### config.mk
export PLATFORM = sky130hd
export DESIGN_NAME = voice_mixer
export DESIGN_NICKNAME = d
export VERILOG_FILES = /design/src/rtl/voice_mixer.sv
export SDC_FILE = /design/constraint.sdc
export NUM_CORES = 2
export LEC_CHECK = 0
export BUFFER_PORTS_ARGS = -buffer_cell sky130_fd_sc_hd__buf_2
export CAP_MARGIN = 20
export CORE_MARGIN = 4
export CORE_UTILIZATION = 45
export CTS_CLUSTER_DIAMETER = 40
export DETAILED_ROUTE_END_ITERATION = 12
export PLACE_DENSITY = 0.62
export SYNTH_ARGS = -nofsm -noshare
export SYNTH_HDL_FRONTEND = slang
export SYNTH_SLANG_ARGS = --single-unit
export TNS_END_PERCENT = 10
### constraint.sdc
create_clock -name clk -period 14.2 [get_ports clk]
set_input_delay 0 -clock clk [delete_from_list [all_inputs] [get_ports clk]]
set_output_delay 0 -clock clk [all_outputs]
set_load 0.005 [all_outputs]
### src/rtl/voice_mixer.sv
// voice_mixer: fetches NUM_VOICES signed samples with 8-bit pan, accumulates
// pan-weighted left/right sums, then writes one saturated stereo frame
// downstream per frame.
module voice_mixer #(
  parameter int unsigned NUM_VOICES = 8,
  parameter int unsigned SEL_W      = 3
) (
  input  logic              clk,
  input  logic              aclr,
  input  logic              enable,
  output logic [SEL_W-1:0]  voice_sel,
  output logic              voice_req,
  input  logic              voice_ack,
  input  logic [31:0]       voice_data,
  input  logic [7:0]        voice_pan,
  output logic [63:0]       sample,
  output logic              wrreq,
  input  logic              wrfull,
  output logic [15:0]       clip_cnt
);

  localparam int unsigned DATA_W    = 32;
  localparam int unsigned PAN_W     = 8;
  localparam int unsigned WT_W      = PAN_W + 1;
  localparam int unsigned PROD_W    = 41;
  localparam int unsigned ACC_W     = 44;
  localparam int unsigned SHR       = 8;
  localparam int unsigned SHIFTED_W = ACC_W - SHR;
  localparam int unsigned OVF_W     = SHIFTED_W - DATA_W + 1;
  localparam int unsigned CNT_W     = 16;

  localparam logic [DATA_W-1:0] SAT_POS = {1'b0, {(DATA_W-1){1'b1}}};
  localparam logic [DATA_W-1:0] SAT_NEG = {1'b1, {(DATA_W-1){1'b0}}};

  typedef enum logic [1:0] {
    IDLE = 2'd0,
    REQ  = 2'd1,
    ACC  = 2'd2,
    OUT  = 2'd3
  } state_t;

  state_t r_state;
  state_t w_next;

  // control strobes decoded from the FSM
  logic w_voice_req;
  logic w_write;
  logic w_clear;
  logic w_capture;
  logic w_accum;
  logic w_advance;
  logic w_load_out;
  logic w_last;

  // datapath registers
  logic [SEL_W-1:0]         r_sel;
  logic signed [DATA_W-1:0] r_data;
  logic [PAN_W-1:0]         r_pan;
  logic signed [ACC_W-1:0]  r_acc_l;
  logic signed [ACC_W-1:0]  r_acc_r;
  logic [63:0]              r_sample;
  logic                     r_clip;
  logic [CNT_W-1:0]         r_clip_cnt;

  // datapath combinational terms
  logic signed [WT_W-1:0]      w_wt_l;
  logic signed [WT_W-1:0]      w_wt_r;
  logic signed [PROD_W-1:0]    w_prod_l;
  logic signed [PROD_W-1:0]    w_prod_r;
  logic signed [ACC_W-1:0]     w_sum_l;
  logic signed [ACC_W-1:0]     w_sum_r;
  logic signed [SHIFTED_W-1:0] w_shift_l;
  logic signed [SHIFTED_W-1:0] w_shift_r;
  logic [OVF_W-1:0]            w_top_l;
  logic [OVF_W-1:0]            w_top_r;
  logic                        w_ovf_l;
  logic                        w_ovf_r;
  logic [DATA_W-1:0]           w_sat_l;
  logic [DATA_W-1:0]           w_sat_r;

  assign w_last = (r_sel == SEL_W'(NUM_VOICES - 1));

  // state register
  always_ff @(posedge clk or posedge aclr) begin
    if (aclr) begin
      r_state <= IDLE;
    end else begin
      r_state <= w_next;
    end
  end

  // next-state and control decode
  always_comb begin
    w_next      = r_state;
    w_voice_req = 1'b0;
    w_write     = 1'b0;
    w_clear     = 1'b0;
    w_capture   = 1'b0;
    w_accum     = 1'b0;
    w_advance   = 1'b0;
    w_load_out  = 1'b0;
    unique case (r_state)
      IDLE: begin
        w_clear = 1'b1;
        if (enable && !wrfull) begin
          w_next = REQ;
        end
      end
      REQ: begin
        w_voice_req = 1'b1;
        if (voice_ack) begin
          w_capture = 1'b1;
          w_next    = ACC;
        end
      end
      ACC: begin
        w_accum = 1'b1;
        if (w_last) begin
          w_load_out = 1'b1;
          w_next     = OUT;
        end else begin
          w_advance = 1'b1;
          w_next    = REQ;
        end
      end
      OUT: begin
        w_write = !wrfull;
        if (!wrfull) begin
          w_next = IDLE;
        end
      end
      default: begin
        w_next = IDLE;
      end
    endcase
  end

  // pan weights: left gets 255-pan (the bitwise complement of an 8-bit pan)
  assign w_wt_l   = $signed({1'b0, ~r_pan});
  assign w_wt_r   = $signed({1'b0, r_pan});
  assign w_prod_l = PROD_W'(r_data) * PROD_W'(w_wt_l);
  assign w_prod_r = PROD_W'(r_data) * PROD_W'(w_wt_r);
  assign w_sum_l  = r_acc_l + ACC_W'(w_prod_l);
  assign w_sum_r  = r_acc_r + ACC_W'(w_prod_r);

  // scale down by 256 and detect values outside signed 32-bit range
  assign w_shift_l = SHIFTED_W'(w_sum_l >>> SHR);
  assign w_shift_r = SHIFTED_W'(w_sum_r >>> SHR);
  assign w_top_l   = w_shift_l[SHIFTED_W-1:DATA_W-1];
  assign w_top_r   = w_shift_r[SHIFTED_W-1:DATA_W-1];
  assign w_ovf_l   = !((&w_top_l) || !(|w_top_l));
  assign w_ovf_r   = !((&w_top_r) || !(|w_top_r));
  assign w_sat_l   = w_ovf_l ? (w_shift_l[SHIFTED_W-1] ? SAT_NEG : SAT_POS)
                             : w_shift_l[DATA_W-1:0];
  assign w_sat_r   = w_ovf_r ? (w_shift_r[SHIFTED_W-1] ? SAT_NEG : SAT_POS)
                             : w_shift_r[DATA_W-1:0];

  // voice index: cleared in IDLE, stepped after each non-final accumulate
  always_ff @(posedge clk or posedge aclr) begin
    if (aclr) begin
      r_sel <= '0;
    end else if (w_clear) begin
      r_sel <= '0;
    end else if (w_advance) begin
      r_sel <= r_sel + SEL_W'(1);
    end
  end

  // capture voice data/pan on the acknowledged request cycle
  always_ff @(posedge clk or posedge aclr) begin
    if (aclr) begin
      r_data <= '0;
      r_pan  <= '0;
    end else if (w_capture) begin
      r_data <= voice_data;
      r_pan  <= voice_pan;
    end
  end

  // left/right accumulators
  always_ff @(posedge clk or posedge aclr) begin
    if (aclr) begin
      r_acc_l <= '0;
      r_acc_r <= '0;
    end else if (w_clear) begin
      r_acc_l <= '0;
      r_acc_r <= '0;
    end else if (w_accum) begin
      r_acc_l <= w_sum_l;
      r_acc_r <= w_sum_r;
    end
  end

  // saturated frame and its clip flag, loaded on the final accumulate
  always_ff @(posedge clk or posedge aclr) begin
    if (aclr) begin
      r_sample <= '0;
      r_clip   <= 1'b0;
    end else if (w_load_out) begin
      r_sample <= {w_sat_l, w_sat_r};
      r_clip   <= w_ovf_l | w_ovf_r;
    end
  end

  // clipped-frame counter, bumped on the write strobe and sticky at all-ones
  always_ff @(posedge clk or posedge aclr) begin
    if (aclr) begin
      r_clip_cnt <= '0;
    end else if (w_write && r_clip && (r_clip_cnt != '1)) begin
      r_clip_cnt <= r_clip_cnt + CNT_W'(1);
    end
  end

  assign voice_sel = r_sel;
  assign voice_req = w_voice_req;
  assign wrreq     = w_write;
  assign sample    = r_sample;
  assign clip_cnt  = r_clip_cnt;

endmodule

==> flow_metrics.py <==
metrics = {
    "die": {
        "core_um2": 63300,
        "die_w_um": 261,
        "die_h_um": 261,
        "dieArea_um2": 68300,
        "row_count": 92,
        "ioPinCount": 130,
        "start_util_pct": 45.6,
    },
    "global_routing": {
        "grt_max_degree": 76,
        "grt_pass1_vias": 22834,
        "grt_first_pass_wirelength_mm": 117,
        "overflow": 0,
        "grtUsageTotal_pct": 21.3,
        "antenna_found_initial": 2,
    },
    "worst_setup_path": {
        "cp-end-kind": "flop",
        "crit_fanout": 36,
        "worstSetupPathType": "reg -> reg",
        "cp.required_ps": 14700,
        "crit_path_start_kind": "flop",
        "cp.arrival_ps": 8670,
    },
    "synth": {
        "synth_top_area_cell": "fa_1",
        "ys_ff_latch": 214,
        "synth_area_leaders": "fa_1 33%, dfrtp_1 19%, ha_1 8.2%",
        "postSynthAreaPerCell_um2": 9.61,
        "synthesis.nets": 3719,
        "ys.flop_type": "dfrtp_1",
        "yosys.area.top_type_share_pct": 33.3,
        "netlist_area_um2": 28900,
        "synth.distinct_cells": 70,
        "synth_edf_count": 0,
        "synthCells": 3005,
        "ys_seq_area_share_pct": 18.5,
        "ys_warn_count": 0,
        "postSynth.asyncResetShare_pct": 100,
    },
    "placed_design": {
        "gp_congestion": 0.936,
        "portBuffers": 129,
        "place.detailed.hpwl_mm": 52.8,
    },
    "drt": {
        "drc": 0,
        "drt-pass1-iter-count": 5,
        "drtIter0Drc": 1267,
        "wirelength_mm": 70.2,
        "vias": 21188,
        "postRouteAntennaNets": 0,
        "avgRoutedWirePerCell_um": 17.6,
        "vias_per_cell": 5.32,
    },
    "run": {
        "maxCapViolCount": 0,
    },
    "run_status": {
        "status": "finished, final reports clean",
    },
    "sta": {
        "hold_violations": 0,
        "slew-limit-headroom_pct": 34.8,
        "finalSetupTns_ps": 0,
        "worstMarginPinSlew_ps": 978,
        "fin_skew_ps": 37.8,
        "slew_violations": 0,
        "fmaxAchievable_ghz": 0.122,
        "rsz0062_at_grt": "false",
        "finalSetupViolations": 0,
        "period_needed_ps": 8170,
        "fin_crit_sh_pct": 57.5,
    },
    "clock_tree": {
        "cts_root_buf": "clkbuf_16",
        "htreeDepth": 2,
        "cts_buffer_depth": 3,
        "post_cts_buffers": 0,
        "numClockSinks": 214,
        "insertion_delay_ps": 590,
        "path_clk_slew_ps": 60,
        "tritoncts": "built",
        "cts_inserted_buffers": 47,
    },
    "final_layout": {
        "nets": 3808,
        "nFillCells": 5904,
        "areaGrowthSynthToFinish_pct": 11.6,
        "drive_gt1_share_pct": 9.81,
        "regArea_um2": 5370,
        "multi_input_area_um2": 20700,
    },
    "hold_path": {
        "hp-class": "in -> async",
    },
}
## worst paths after layout
kind	startpoint	endpoint	slack (ps)	cells after the start
setup / recovery	r_pan[4]	sample[39]	6030	20
hold / removal	aclr	sample[60]	6	3
setup reg to reg	r_pan[4]	sample[39]	6030	20
hold reg to reg	r_acc_r[7]	r_acc_r[7]	470	2
max in group asynchronous	aclr	r_pan[1]	12720	4
min in group clk	voice_data[20]	r_data[20]	170	3
## per-layer routing
metal	routed length [um]	global-route usage [%]	vias up
li1	-	-	9588
met2	35700	37.5	468
met4	1550	5.68	0
met1	29900	27.8	11022
met3	3010	2.86	110
met5	0	0	-
## cell families (layout without fill, tap and decap cells)
kind of cell / after synthesis / count (layout) / synth area share (%)
compound gates: 429 / 429 / 10.8
buf+inv: 742 / 868 / 9.82
other cells: 0 / 2 / 0
fa+ha+maj: 669 / 669 / 41.5
simple gates: 816 / 816 / 14.9
xor+xnor: 93 / 93 / 2.82
flops: 214 / 214 / 18.5
mux: 42 / 42 / 1.65
## synth_stat cells (11+ instances only)
cell type	count
a31oi_1	11
a211oi_1	12
dfrtp_1	214
clkbuf_1	135
nand3_1	20
a21oi_1	83
xnor2_1	49
fa_1	480
xor2_1	44
o211ai_1	12
o21ai_0	92
a22o_1	44
ha_1	189
a221o_1	34
o311ai_1	21
nor2_1	44
nor2b_1	155
nand4_1	22
a21o_1	43
nand2_1	266
and2_1	156
and3_1	13
nand2b_1	119
o21a_1	11
inv_1	588
mux2_2	41
## layout make-up
class,instances,share of cell area (%)
Timing Repair Buffer,194,3.99
Sequential cell,214,16.7
Multi-Input combinational cell,2049,64.2
Antenna cell,2,0.0155
Clock inverter,29,0.990
Inverter,588,6.87
Tap cell,846,3.28
Clock buffer,57,3.96
## worst max-delay path, cell delays in order (launching register included)
cell,delay (ps)
dfrtp_2,740
buf_4,480
nand2b_1,190
fa_1,470
fa_1,550
inv_1,50
fa_1,460
fa_1,490
inv_1,50
fa_1,470
inv_1,50
ha_1,360
nand4_1,190
o31ai_1,640
a2111o_1,390
a41o_1,250
a21boi_2,80
o311ai_1,760
nand4_1,310
a21oi_4,740
a221o_1,270
## through the flow
stage               area (um^2)  cells  utilization [%]  setup WS [ps]  hold slack (ps)
floorplan                 28900   3005                -           7480              145
global placement          30100   3843             47.6           6160             91.7
detailed placement        30100   3844             47.6           6260             99.3
CTS                       32200   3974             50.8           6210             5.62
global route              32200   3977             50.9           5770             51.6
finish                    32200   3979             50.9           6030             6.08
## registers in the layout (all words and copies together) (netlist names)
signal / cells
clip_cnt: 16
r_acc_l: 44
r_acc_r: 44
r_clip: 1
r_data: 32
r_pan: 8
r_state: 2
sample: 64
voice_sel: 3
## timing repair
action | in CTS | in global routing
gates resized for setup | 0 | 0
endpoints found under the hold margin | 111 | 9
hold buffers | 44 | 1
## cell usage in the layout, fill, tap and decap left out, types with 17 or more instances in the layout
cell type / Yosys / layout
nor2_1: 44 / 43
xnor2_1: 49 / 49
mux2_2: 41 / 41
nand2b_1: 119 / 118
dlygate4sd3_1: 0 / 45
nand3_1: 20 / 20
and2_1: 156 / 156
buf_2: 5 / 129
dfrtp_1: 214 / 205
a21o_1: 43 / 43
a22o_1: 44 / 44
a221o_1: 34 / 34
nand4_1: 22 / 22
inv_1: 588 / 587
o311ai_1: 21 / 21
nand2_1: 266 / 264
a21oi_1: 83 / 83
fa_1: 480 / 480
o21ai_0: 92 / 92
xor2_1: 44 / 44
nor2b_1: 155 / 155
buf_4: 0 / 17
ha_1: 189 / 189
clkbuf_16: 0 / 48
Power is left out: the tool's default activity adds up to more than one toggle a clock period on the data nets, which glitch-free logic cannot reach.
